===== src/rtl/op_datapath.sv =====
// Register-file datapath: single-cycle copy/load/add/sub, a 16-cycle shift-add multiplier,
// a sticky overflow flag and a free-running sample counter.
module op_datapath (
  input  logic        clk,
  input  logic        n_reset,
  input  logic [2:0]  op,
  input  logic [3:0]  src1,
  input  logic [3:0]  src2,
  input  logic [3:0]  dest,
  input  logic [15:0] ext_data1,
  input  logic [15:0] ext_data2,
  input  logic        clear,
  input  logic        cnt_up,
  output logic        busy,
  output logic        overflow,
  output logic        err,
  output logic [15:0] result,
  output logic [9:0]  sample_count
);

  localparam logic [2:0] OpNop   = 3'd0;
  localparam logic [2:0] OpCopy  = 3'd1;
  localparam logic [2:0] OpLoad1 = 3'd2;
  localparam logic [2:0] OpLoad2 = 3'd3;
  localparam logic [2:0] OpAdd   = 3'd4;
  localparam logic [2:0] OpSub   = 3'd5;
  localparam logic [2:0] OpMul   = 3'd6;
  localparam logic [2:0] OpRsvd  = 3'd7;

  localparam logic [0:0] StIdle = 1'b0;
  localparam logic [0:0] StMult = 1'b1;

  logic [15:0] regs_q [16];
  logic [15:0] regs_d [16];
  logic [0:0]  state_q, state_d;
  logic [4:0]  cyc_q, cyc_d;
  logic [31:0] mcand_q, mcand_d;
  logic [31:0] acc_q, acc_d;
  logic [15:0] mplier_q, mplier_d;
  logic [3:0]  mdest_q, mdest_d;
  logic        ovf_q, ovf_d;
  logic        err_q, err_d;
  logic [9:0]  cnt_q, cnt_d;

  logic [15:0] opa, opb, diff;
  logic [16:0] sum;
  logic [31:0] acc_next;

  always_comb begin
    opa      = regs_q[src1];
    opb      = regs_q[src2];
    sum      = {1'b0, opa} + {1'b0, opb};
    diff     = opa - opb;
    acc_next = acc_q + (mplier_q[0] ? mcand_q : 32'd0);

    regs_d   = regs_q;
    state_d  = state_q;
    cyc_d    = cyc_q;
    mcand_d  = mcand_q;
    acc_d    = acc_q;
    mplier_d = mplier_q;
    mdest_d  = mdest_q;
    ovf_d    = ovf_q;
    err_d    = 1'b0;
    cnt_d    = cnt_q;

    if (clear) begin
      // Clear wins over any op or count strobe and abandons a multiply unwritten.
      for (int i = 0; i < 16; i++) regs_d[i] = '0;
      state_d = StIdle;
      ovf_d   = 1'b0;
      cnt_d   = '0;
    end else begin
      if (cnt_up) cnt_d = cnt_q + 10'd1;
      unique case (state_q)
        StIdle: begin
          case (op)
            OpCopy:  regs_d[dest] = opa;
            OpLoad1: regs_d[dest] = ext_data1;
            OpLoad2: regs_d[dest] = ext_data2;
            OpAdd: begin
              regs_d[dest] = sum[15:0];
              if (sum[16]) ovf_d = 1'b1;
            end
            OpSub: begin
              regs_d[dest] = diff;
              if (opa < opb) ovf_d = 1'b1;
            end
            OpMul: begin
              state_d  = StMult;
              mcand_d  = {16'd0, opa};
              mplier_d = opb;
              acc_d    = '0;
              cyc_d    = '0;
              mdest_d  = dest;
            end
            OpRsvd:  err_d = 1'b1;
            default: ;
          endcase
        end
        StMult: begin
          acc_d    = acc_next;
          mcand_d  = mcand_q << 1;
          mplier_d = mplier_q >> 1;
          cyc_d    = cyc_q + 5'd1;
          if (cyc_q == 5'd15) begin
            regs_d[mdest_q] = acc_next[15:0];
            if (|acc_next[31:16]) ovf_d = 1'b1;
            state_d = StIdle;
          end
        end
      endcase
    end
  end

  always_ff @(posedge clk or negedge n_reset) begin
    if (!n_reset) begin
      for (int i = 0; i < 16; i++) regs_q[i] <= '0;
      state_q  <= StIdle;
      cyc_q    <= '0;
      mcand_q  <= '0;
      acc_q    <= '0;
      mplier_q <= '0;
      mdest_q  <= '0;
      ovf_q    <= 1'b0;
      err_q    <= 1'b0;
      cnt_q    <= '0;
    end else begin
      regs_q   <= regs_d;
      state_q  <= state_d;
      cyc_q    <= cyc_d;
      mcand_q  <= mcand_d;
      acc_q    <= acc_d;
      mplier_q <= mplier_d;
      mdest_q  <= mdest_d;
      ovf_q    <= ovf_d;
      err_q    <= err_d;
      cnt_q    <= cnt_d;
    end
  end

  assign busy         = (state_q == StMult);
  assign overflow     = ovf_q;
  assign err          = err_q;
  assign result       = regs_q[0];
  assign sample_count = cnt_q;

endmodule


===== config.mk =====
export PLATFORM = sky130hd
export DESIGN_NAME = op_datapath
export DESIGN_NICKNAME = d
export VERILOG_FILES = /design/src/rtl/op_datapath.sv
export SDC_FILE = /design/constraint.sdc
export NUM_CORES = 2
export LEC_CHECK = 0
export CELL_PAD_IN_SITES_DETAIL_PLACEMENT = 1
export CELL_PAD_IN_SITES_GLOBAL_PLACEMENT = 1
export CORE_ASPECT_RATIO = 1.4
export CORE_MARGIN = 5
export CORE_UTILIZATION = 45
export CTS_CLUSTER_SIZE = 25
export DETAILED_ROUTE_END_ITERATION = 12
export HOLD_SLACK_MARGIN = 0.06
export PLACE_DENSITY = 0.84
export SLEW_MARGIN = 20
export SYNTH_ARGS = -nofsm -noshare
export SYNTH_HDL_FRONTEND = slang
export SYNTH_SLANG_ARGS = --single-unit

===== constraint.sdc =====
create_clock -name clk -period 11.6 [get_ports clk]
set_input_delay 1.74 -clock clk [delete_from_list [all_inputs] [get_ports clk]]
set_output_delay 1.74 -clock clk [all_outputs]
set_load 0.02 [all_outputs]

Yosys cells after proc, flatten, opt, wreduce, memory -nomap -nowiden
Index checks and enable logic that the tools add are counted.
Widths: inputs -> output; s select.

storage, ports and cells
  register bits after elaboration = 358
  bits in latches = 0
  RAM bits = 0
  bits in read-only memories = 0
  bits of input ports = 51
  logic and storage cells = 111
  memories = 0

operators by class
  $add $sub $neg = 5
  multipliers = 0
  div/mod/pow operators = 0
  order comparisons = 7
  eq/ne operators = 15
  shifts and indexed selects = 0
  mux-type cells = 45
  bitwise gates (word level) = 6
  reduce and logical (&&, ||, !) cells = 8

operators by type and width
  kind                   number
  $bwmux 256             6
  $pmux 256 s5           1
  $mux 256               2
  $pmux 256 s2           1
  $bmux 16 s4            2
  $demux 16 s4           2
  $pmux 32 s2            2
  $mux 16                7
  $mux 32                3
  $add 32x32->32         1
  $pmux 16 s2            1
  $ge 5x5->1 const B     4
  $mux 10                2
  $not 4->5              4
  $add 16x16->17         1
  $lt 16x16->1           1
  $reduce_or 16->1       1
  $sub 16x16->16         1
  $eq 3x3->1 const B     4
  $mux 1                 11
  $add 10x1->10 const B  1
  $lt 5x1->1 const B     2
  $pmux 5 s2             1
  $ne 4x4->1 const B     2
  other kinds (16)       23

Longest topological paths before layout
  depth after elaboration = 9
  depth in mapped cells = 21

Worst setup path before layout
OpenSTA, ideal clock, no wires.

  path kind = input port to flip-flop
  start = input src2[0]
  end = register regs_q[76] (netlist name)
  arrival time = 6.415 ns
  required time = 11.468 ns
  setup slack = 5.053 ns
  cell stages on the path = 17
  path buffers = 3
  cells stage by stage = clkbuf_1 > buf_1 > mux4_2 > mux4_2 > ha_1 > fa_1 > nor2b_1 > o21a_1 > o21ai_1 > a21boi_1 > nor4_1 > mux2i_1 > xnor2_1 > clkbuf_1 > a21oi_1 > o221ai_1 > a21oi_1

on the way
  word-level cells in the longest chain between the ends = 9
  elaborated cells between the ends (all ways) = 11

ends and longest elaborated chain
  what                                              line    RTL
  from (decl)                                       8       input logic [3:0] src2,
  $not 4->5 (implied by the code) (*)               51      opb = regs_q[src2];
  $bmux 16 s4 (*)                                   51
  $mux 16 (implied by the code) (*) (2 in series)   51
  $sub 16x16->16 or $add 16x16->17 (tied branches)  53, 52
  $bwmux 256, on equally long branches              86, 82
  $pmux 256 s5 (*)                                  77      case (op)
  $pmux 256 s2 (*)                                  75      unique case (state_q)
  $mux 256 (*)                                      67      if (clear) begin
  to (signal assigned)                              129     regs_q <= regs_d;
  to (decl)                                         33      logic [15:0] regs_q [16];

Every way passes the cells marked *; elsewhere a longest branch is shown, timed or not. The select of a mux whose other input is x is not followed.
A chain may end at the register's enable or synchronous reset.

Worst setup path in the final report
  start = input src1[0]
  end = register regs_q[159] (netlist name)

on the way
  word-level cells in the longest chain between the ends = 9
  elaborated cells between the ends (all ways) = 12

ends and longest elaborated chain
  what                                              line    RTL
  from (decl)                                       7       input logic [3:0] src1,
  $not 4->5 (implied by the code) (*)               50      opa = regs_q[src1];
  $bmux 16 s4 (*)                                   50
  $mux 16 (implied by the code) (*) (2 in series)   50
  $sub 16x16->16 or $add 16x16->17 (tied branches)  53, 52
  $bwmux 256, on equally long branches              86, 82
  $pmux 256 s5 (*)                                  77
  $pmux 256 s2 (*)                                  75
  $mux 256 (*)                                      67

Marked as above.

==> results.ini <==
[floorplanning]
die_h_um=330
placement_rows=117
core-area_mm2=0.0728
io_pins=80
die_area_mm2=0.0789
start_util=0.453
fp.dieW_um=239

[layout]
drive_gt1_frac=0.125
area_growth_pct=9.59
fillerInstances=8684
nets=4031
final_common_cell=o21ai_0
final_cell_mix=o21ai_0 (564), a21oi_1 (539), nand2_1 (372)

[worst_setup_path]
criticalPathCategory=in2reg
crit_arrival_ns=7.80
critical_path.max_fanout=42
cp-start-kind=input port
end_kind=flip-flop
critPathRequiredTime_ns=12.11

[detailed_routing]
dr_total_vias=40600
vias_per_cell=8.28
finalWirelength_um=197000
antenna_left=0
post-route-drc-count=0
dr.pass1.iters=7
routedWlPerCell_um=40.2
drt_iter0_drc=6573

[global_route]
antenna_found_initial=17
grt_pass1_wl_um=279000
overflow=0
grt_pass1_vias=40100
grt_use_total=0.481
grt_max_degree=143

[pwr]
power.leakage_uw=0.0139
power_density_mw_per_mm2=127
ir_worst_vdd_v=0.000118

[clocking]
clock_latency_ns=0.63
cts_resized=0
post_cts_buffers=0
cts.htree.levels=2
cts_sinks=358
cts_made_buffers=44
cts.path.max_buffers=3
holdBufCountCts=0
cts.clk_slew.worst_paths_ns=0.06
cts_tree=built
clockRootBuffer=clkbuf_16

[placed_design]
portBuffers=79
place.gp.congestion=1.09
hpwl_um=125000

[timing]
worst_pin_slew_ns=1.29
fin_crit_sh=0.628
fmax_ghz=0.137
drv_slew=0
min_period_ns=7.28
fin_setup_tns_ns=0
hold_slack_ns=0.483
hold_viol=0
rsz0062_at_grt=false
fin_skew_ns=0.0289
maxSlewHeadroom=0.134
setup_violations=0

[yosys]
synth_area_per_cell_um2=8.03
synth-edff-count=0
syn-cell-area_mm2=0.0330
synth.net_count=4230
synth_cells=4108
synthFlopType=dfrtp_1
yosysSeqAreaShare=0.272
synth.distinct_cells=87
synth_async_sr_flop_share=1.00
synth-seq-cells=358
yosys_warnings=0

[worst_hold_path]
holdCritPathClass=reg2reg

[run_status]
status=finished, final reports clean

[job]
max_cap_violations=0

-- final timing paths --
kind	cells after the start	start	slack [ns]	end
setup / recovery	15	src1[0]	4.32	regs_q[159]
hold / removal	2	mplier_q[14]	0.48	mplier_q[14]
setup reg to reg	14	result[0]	6.13	regs_q[76]
hold reg to reg	2	mplier_q[14]	0.48	mplier_q[14]
max in group asynchronous	3	n_reset	8.24	sample_count[6]
min in group asynchronous	1	n_reset	1.20	regs_q[35]
-- where the power goes --
group          leakage, uW  internal, uW  switching (uW)
Clock             0.000685           808             661
Sequential         0.00490          1330             122
Combinational      0.00829           435            1240
Total               0.0139          2570            2020
-- layout make-up --
class / count / area [um2] / area share
repair buffers: 217 / 1880 / 0.0521
well taps: 952 / 1190 / 0.0330
clock inverters: 11 / 118 / 0.00325
flip-flops and latches: 358 / 8960 / 0.248
multi-input cells: 3221 / 22400 / 0.620
diodes: 13 / 32.5 / 0.000900
clock buffers: 62 / 1280 / 0.0354
inverters: 67 / 253 / 0.00699
-- cell usage after synthesis (43+ instances only) --
cell type | count | share of area
a211oi_1 | 48 | 0.011
a21oi_1 | 542 | 0.082
a221oi_1 | 82 | 0.022
a22o_1 | 61 | 0.016
a22oi_1 | 81 | 0.018
a31oi_1 | 43 | 0.0082
and2_1 | 43 | 0.0082
clkbuf_1 | 371 | 0.042
dfrtp_1 | 358 | 0.27
ha_1 | 68 | 0.026
inv_1 | 66 | 0.0075
mux4_2 | 136 | 0.093
nand2_1 | 379 | 0.043
nand3_1 | 53 | 0.0080
nor2_1 | 288 | 0.033
nor3_1 | 76 | 0.012
o21ai_0 | 565 | 0.086
o22ai_1 | 44 | 0.0083
-- routing by layer --
metal  global-route usage  part of all wire  vias to the layer above
met2                0.678              0.40                     3940
li1                     -                 -                    15300
met3                0.216              0.16                     1555
met5              0.00680           0.00064                        -
met4                0.446              0.12                       14
met1                0.535              0.32                    19800
-- sequential cells by signal, summed over array words and instances (netlist names) --
name and cells:
overflow 1, sample_count 10, mplier_q 16, err 1, result 16, mcand_q 32, acc_q 32, cyc_q 5
mdest_q 4, busy 1, regs_q 240
-- per-stage QoR --
stage	std cells	setup slack, ns	utilization	total power [uW]	cell area (um2)
2_1_floorplan	4108	5.05	-	2260	33000
3_3_place_gp	4809	3.85	0.474	2940	34500
3_5_place_dp	4809	3.62	0.475	2980	34500
4_1_cts	4882	4.24	0.494	4410	35900
5_1_grt	4889	4.18	0.496	4610	36100
6_report	4901	4.32	0.497	4590	36100
-- critical path: stages --
cell and delay [ns]:
buf_4 0.49, buf_4 0.80, mux4_1 0.67, mux4_2 0.62, ha_1 0.54, inv_2 0.12
a21o_1 0.19, o32ai_1 0.23, a21oi_1 0.19, a21oi_1 0.69, o21a_1 0.43, o21ai_1 0.32
o31ai_1 0.32, a31oi_1 0.12, o22a_1 0.24
-- logic make-up (layout without fill, tap and decap cells) --
family / after synthesis / after routing / share of synthesized area
flops: 358 / 358 / 0.272
other cells: 0 / 13 / 0
simple gates: 1017 / 1017 / 0.139
buf+inv: 529 / 357 / 0.0655
mux: 211 / 211 / 0.128
xor+xnor: 51 / 51 / 0.0135
fa+ha+maj: 71 / 71 / 0.0276
compound gates: 1871 / 1871 / 0.355
(Power assumes the default switching activity.)
